===== config.mk =====
export PLATFORM = sky130hd
export DESIGN_NAME = video_frame_capture
export DESIGN_NICKNAME = d
export VERILOG_FILES = /design/src/rtl/video_stream_pkg.sv /design/src/rtl/video_frame_capture.sv
export SDC_FILE = /design/constraint.sdc
export NUM_CORES = 1
export LEC_CHECK = 0
export ABC_AREA = 1
export ABC_CLOCK_PERIOD_IN_PS = 1700
export BUFFER_PORTS_ARGS = -buffer_cell sky130_fd_sc_hd__buf_4
export CORE_MARGIN = 3
export CORE_UTILIZATION = 51
export CTS_BUF_LIST = sky130_fd_sc_hd__clkbuf_8
export DETAILED_ROUTE_END_ITERATION = 7
export PLACE_DENSITY = 0.85
export SETUP_SLACK_MARGIN = 0.05
export SYNTH_ARGS = -nofsm -noshare
export SYNTH_HDL_FRONTEND = slang
export SYNTH_SLANG_ARGS = --single-unit

===== constraint.sdc =====
create_clock -name clk -period 1.7 [get_ports clk]
set_clock_uncertainty 0.15 [all_clocks]
set_input_delay 0.085 -clock clk [delete_from_list [all_inputs] [get_ports clk]]
set_output_delay 0.085 -clock clk [all_outputs]
set_load 0.02 [all_outputs]

===== src/rtl/video_stream_pkg.sv =====
// rtl/video_stream_pkg.sv - shared video stream constants, pixel type and capture states
package video_stream_pkg;

  localparam int IMG_WIDTH  = 320;
  localparam int IMG_LENGTH = 240;
  localparam int PIX_W      = 12;

  typedef logic [PIX_W-1:0] pixel_t;

  typedef enum logic [1:0] {
    IDLE,
    RECEIVE,
    DISCARD
  } cap_state_t;

endpackage


===== src/rtl/video_frame_capture.sv =====
// rtl/video_frame_capture.sv - Avalon-ST video sink writing frames into a double-buffered frame RAM
module video_frame_capture
  import video_stream_pkg::*;
#(
  parameter int IMG_WIDTH  = video_stream_pkg::IMG_WIDTH,
  parameter int IMG_LENGTH = video_stream_pkg::IMG_LENGTH,
  parameter int DATA_WIDTH = video_stream_pkg::PIX_W,
  parameter int ADDR_WIDTH = 17
) (
  input  logic                  clk,
  input  logic                  reset,
  input  logic                  valid_in,
  input  logic                  startofpacket_in,
  input  logic                  endofpacket_in,
  input  logic [DATA_WIDTH-1:0] data_in,
  input  logic                  mem_busy,
  output logic                  ready_out,
  output logic                  wr_en,
  output logic [ADDR_WIDTH-1:0] wr_addr,
  output logic [DATA_WIDTH-1:0] wr_data,
  output logic                  wr_bank,
  output logic                  rd_bank,
  output logic                  frame_done,
  output logic                  frame_error
);

  localparam int                  LEN_I = IMG_WIDTH * IMG_LENGTH;
  localparam logic [ADDR_WIDTH-1:0] LEN  = ADDR_WIDTH'(LEN_I);
  localparam logic [ADDR_WIDTH-1:0] LAST = ADDR_WIDTH'(LEN_I - 1);
  // State after the first pixel of a frame; a one-pixel frame is already full.
  localparam cap_state_t          AFTER_FIRST = (LEN_I == 1) ? DISCARD : RECEIVE;

  cap_state_t            r_state;
  logic [ADDR_WIDTH-1:0] r_cnt;
  logic                  r_wr_en;
  logic [ADDR_WIDTH-1:0] r_wr_addr;
  logic [DATA_WIDTH-1:0] r_wr_data;
  logic                  r_wr_bank;
  logic                  r_rd_bank;
  logic                  r_frame_done;
  logic                  r_frame_error;
  logic                  w_accept;

  assign ready_out = !mem_busy && !reset;
  assign w_accept  = valid_in && ready_out;

  always_ff @(posedge clk or posedge reset) begin
    if (reset) begin
      r_state       <= IDLE;
      r_cnt         <= '0;
      r_wr_en       <= 1'b0;
      r_wr_addr     <= '0;
      r_wr_data     <= '0;
      r_wr_bank     <= 1'b0;
      r_rd_bank     <= 1'b1;
      r_frame_done  <= 1'b0;
      r_frame_error <= 1'b0;
    end else begin
      r_wr_en       <= 1'b0;
      r_frame_done  <= 1'b0;
      r_frame_error <= 1'b0;
      if (w_accept) begin
        case (r_state)
          IDLE: begin
            if (startofpacket_in) begin
              if (endofpacket_in && LEN_I > 1) begin
                r_frame_error <= 1'b1;
              end else if (endofpacket_in) begin
                r_wr_en      <= 1'b1;
                r_wr_addr    <= '0;
                r_wr_data    <= data_in;
                r_frame_done <= 1'b1;
                r_rd_bank    <= r_wr_bank;
                r_wr_bank    <= ~r_wr_bank;
              end else begin
                r_wr_en   <= 1'b1;
                r_wr_addr <= '0;
                r_wr_data <= data_in;
                r_cnt     <= ADDR_WIDTH'(1);
                r_state   <= AFTER_FIRST;
              end
            end
          end
          RECEIVE, DISCARD: begin
            if (startofpacket_in) begin
              // Abort the frame in progress and restart it in the same bank.
              r_frame_error <= 1'b1;
              if (endofpacket_in) begin
                r_cnt   <= '0;
                r_state <= IDLE;
              end else begin
                r_wr_en   <= 1'b1;
                r_wr_addr <= '0;
                r_wr_data <= data_in;
                r_cnt     <= ADDR_WIDTH'(1);
                r_state   <= AFTER_FIRST;
              end
            end else if (r_state == DISCARD) begin
              if (endofpacket_in) begin
                r_frame_error <= 1'b1;
                r_cnt         <= '0;
                r_state       <= IDLE;
              end
            end else begin
              r_wr_en   <= 1'b1;
              r_wr_addr <= r_cnt;
              r_wr_data <= data_in;
              if (endofpacket_in) begin
                if (r_cnt == LAST) begin
                  r_frame_done <= 1'b1;
                  r_rd_bank    <= r_wr_bank;
                  r_wr_bank    <= ~r_wr_bank;
                end else begin
                  r_frame_error <= 1'b1;
                end
                r_cnt   <= '0;
                r_state <= IDLE;
              end else if (r_cnt == LAST) begin
                r_cnt   <= LEN;
                r_state <= DISCARD;
              end else begin
                r_cnt <= r_cnt + ADDR_WIDTH'(1);
              end
            end
          end
          default: r_state <= IDLE;
        endcase
      end
    end
  end

  assign wr_en       = r_wr_en;
  assign wr_addr     = r_wr_addr;
  assign wr_data     = r_wr_data;
  assign wr_bank     = r_wr_bank;
  assign rd_bank     = r_rd_bank;
  assign frame_done  = r_frame_done;
  assign frame_error = r_frame_error;

endmodule


==> impl_metrics.toml <==
[final_layout]
final_cells = 524
area_delta_synth_final_pct = 59.9
antenna_cells = 0
final_common_cell = "buf_4"
fin_area_sq_mm = 0.00432
fillCellCount = 209
multiInputGateArea_sq_mm = 0.00151
mostFrequentLayoutCells = "buf_4, dfrtp_1, nand2_1"
final_util_pct = 87.9
nNetsFinal = 479
ff_latch_area_sq_mm = 0.00133
drive_gt1_share_pct = 46.8

[clock_tree]
clock_path_buffers = 2
cts_tree = "built"
htreeDepth = 2
clk_pin_slew_ns = 0.10
cts_buffers = 5
clk_latency_ns = 0.32
cts_sinks = 53
root_buffer = "clkbuf_8"

[run_status]
violations = "negative setup slack"
status = "finished with violations"

[power]
peakVddDrop_uv = 795
p_per_area_mw_per_mm2 = 1400
leakage_nw = 2.15

[synthesis]
yosys_warnings = 0
syn-num-nets = 361
yosysSeqAreaShare_pct = 49.2
synth.avg_cell_area_sq_um = 7.98
syn-cell-area_sq_mm = 0.00270
synth_cells = 338
ys_ff_latch = 53
ys_types = 25

[timing]
worstMarginPinSlew_ns = 0.665
worst_slack_ns = -0.327
max_freq_mhz = 493
hold_viol_final = 0
rsz0062_at_grt = "yes"
min_period_ns = 2.03
period_share_pct = 119
whs_ns = 0.0437
drv_slew = 0
slew_headroom_pct = 55.7
setup_viol_count_final = 50

[die]
die_area_sq_mm = 0.00620
row_count = 25
ios = 53
die_w_um = 78.7
die_h_um = 78.7
core_area_sq_mm = 0.00491
start_util_pct = 55.0

[placement]
gp_congestion = 0.934
dp.cells = 486
dpl_cell_area_sq_mm = 0.00346
portBuffers = 52
dp_hpwl_um = 5090
place_ws_ns = -0.178

[global_route]
grt_pass1_wl_um = 13700
antenna_found_initial = 0
grt_max_degree = 54
grt-ovfl-total = 0
grt_usage_pct = 28.3
grt_pass1_vias = 2853

[route]
drc_errors = 0
vias_per_cell = 6.03
wl_per_cell_um = 20.7
dr.pass1.iters = 5
drt-initial-drc-count = 297
vias = 3160
ant_nets = 0
drt-total-wl_um = 10900

[critical_path]
cp_data_required_time_ns = 1.78
startpoint_type = "flip-flop"
cp.arrival_ns = 2.11
critPathKind = "reg2reg"
worstSetupEndpointType = "flip-flop"
critPathMaxFanout = 4

[worst_hold_path]
hold_class = "in2reg"

[run]
cap_viol_max_count = 0
through the flow:
stage / setup TNS, ns / total power, mW
after CTS: -4.85 / 5.27
after floorplan: 0 / 3.24
after global placement: -3.31 / 4.22
after detailed placement: -5.33 / 4.31
after global routing: -13.68 / 6.29
final: -10.01 / 6.02
timing repair:
item                                    4_1_cts  5_1_grt
hold endpoints to repair                     68        0
gates resized for setup                      41       84
hold buffers                                 16        0
endpoints found under the setup margin       51       53
setup buffers                                 5        6
cloned                                        1        2
pin swaps                                     6       22
kinds of logic after synthesis:
logic type | Yosys count | synth area share (%)
adders and majority gates | 5 | 2.32
xor gates and xnor gates | 5 | 1.62
DFF | 53 | 49.2
buffers and inverters | 63 | 9.83
AOI/OAI and AO/OA | 51 | 9.78
and+or+nand+nor | 161 | 27.3
metal layers:
layer / up-vias / routed length, um / GRT usage, %
li1: 1314 / - / -
met4: 0 / 877 / 8.74
met1: 1495 / 3720 / 32.8
met5: - / 0 / 0
met2: 248 / 5340 / 53.8
met3: 103 / 913 / 3.63
cells in the mapped netlist:
library cell	instances	area, sq um
a211oi_1	2	15.0
a21oi_1	8	40.0
buf_2	2	10.0
buf_4	3	22.5
buf_6	2	22.5
dfrtp_1	52	1300
dfstp_2	1	26.3
ha_1	5	62.6
inv_1	50	188
inv_2	6	22.5
nand2_1	81	304
nand2_2	5	31.3
nand3_1	19	95.1
nand3_2	3	30.0
nand4_1	10	62.6
nor2_1	29	109
nor2_2	4	25.0
nor2_4	3	33.8
nor3_1	5	25.0
nor3_2	2	20.0
o21ai_0	8	40.0
o21ai_1	32	160
o21ai_2	1	8.76
xnor2_1	1	8.76
xor2_1	4	35.0
final timing paths:
kind / startpoint / to / slack, ns / depth (start not counted)
min in group asynchronous: reset / wr_addr[0] / 0.41 / 4
setup reg to reg: r_state[1] / r_cnt[6] / -0.33 / 12
hold / removal: endofpacket_in / wr_en / 0.04 / 4
setup / recovery: r_state[1] / r_cnt[6] / -0.33 / 12
hold reg to reg: rd_bank / rd_bank / 0.34 / 2
max in group asynchronous: reset / r_cnt[13] / 0.54 / 4
critical path: stages, from the launching register on:
cell	delay, ns
dfrtp_1	0.42
inv_2	0.06
ha_4	0.28
inv_4	0.04
nand2_4	0.06
buf_6	0.10
inv_2	0.05
nor2_4	0.18
buf_6	0.14
nand3_4	0.06
nor2_1	0.13
nor2_1	0.07
nor2_1	0.19
power breakdown:
group	leakage, nW	internal (mW)	switching [mW]
registers	0.702	1.68	0.394
clock network	0.0445	0.294	0.472
logic	1.40	1.37	1.81
total	2.15	3.35	2.67
final cells by class:
class / count / share of cell area [%]
Inverter: 56 / 5.28
Clock buffer: 5 / 1.59
Sequential cell: 53 / 30.8
Timing Repair Buffer: 118 / 24.9
Clock inverter: 3 / 0.493
Tap cell: 67 / 1.94
Multi-Input combinational cell: 222 / 35.0
state kept, by name (all words and copies together) (netlist names):
| register | flops |
|---|---|
| r_cnt | 17 |
| wr_addr | 17 |
| wr_data | 12 |
| r_state | 2 |
| frame_done | 1 |
| frame_error | 1 |
| rd_bank | 1 |
| wr_bank | 1 |
| wr_en | 1 |
(Power assumes the default switching activity.)
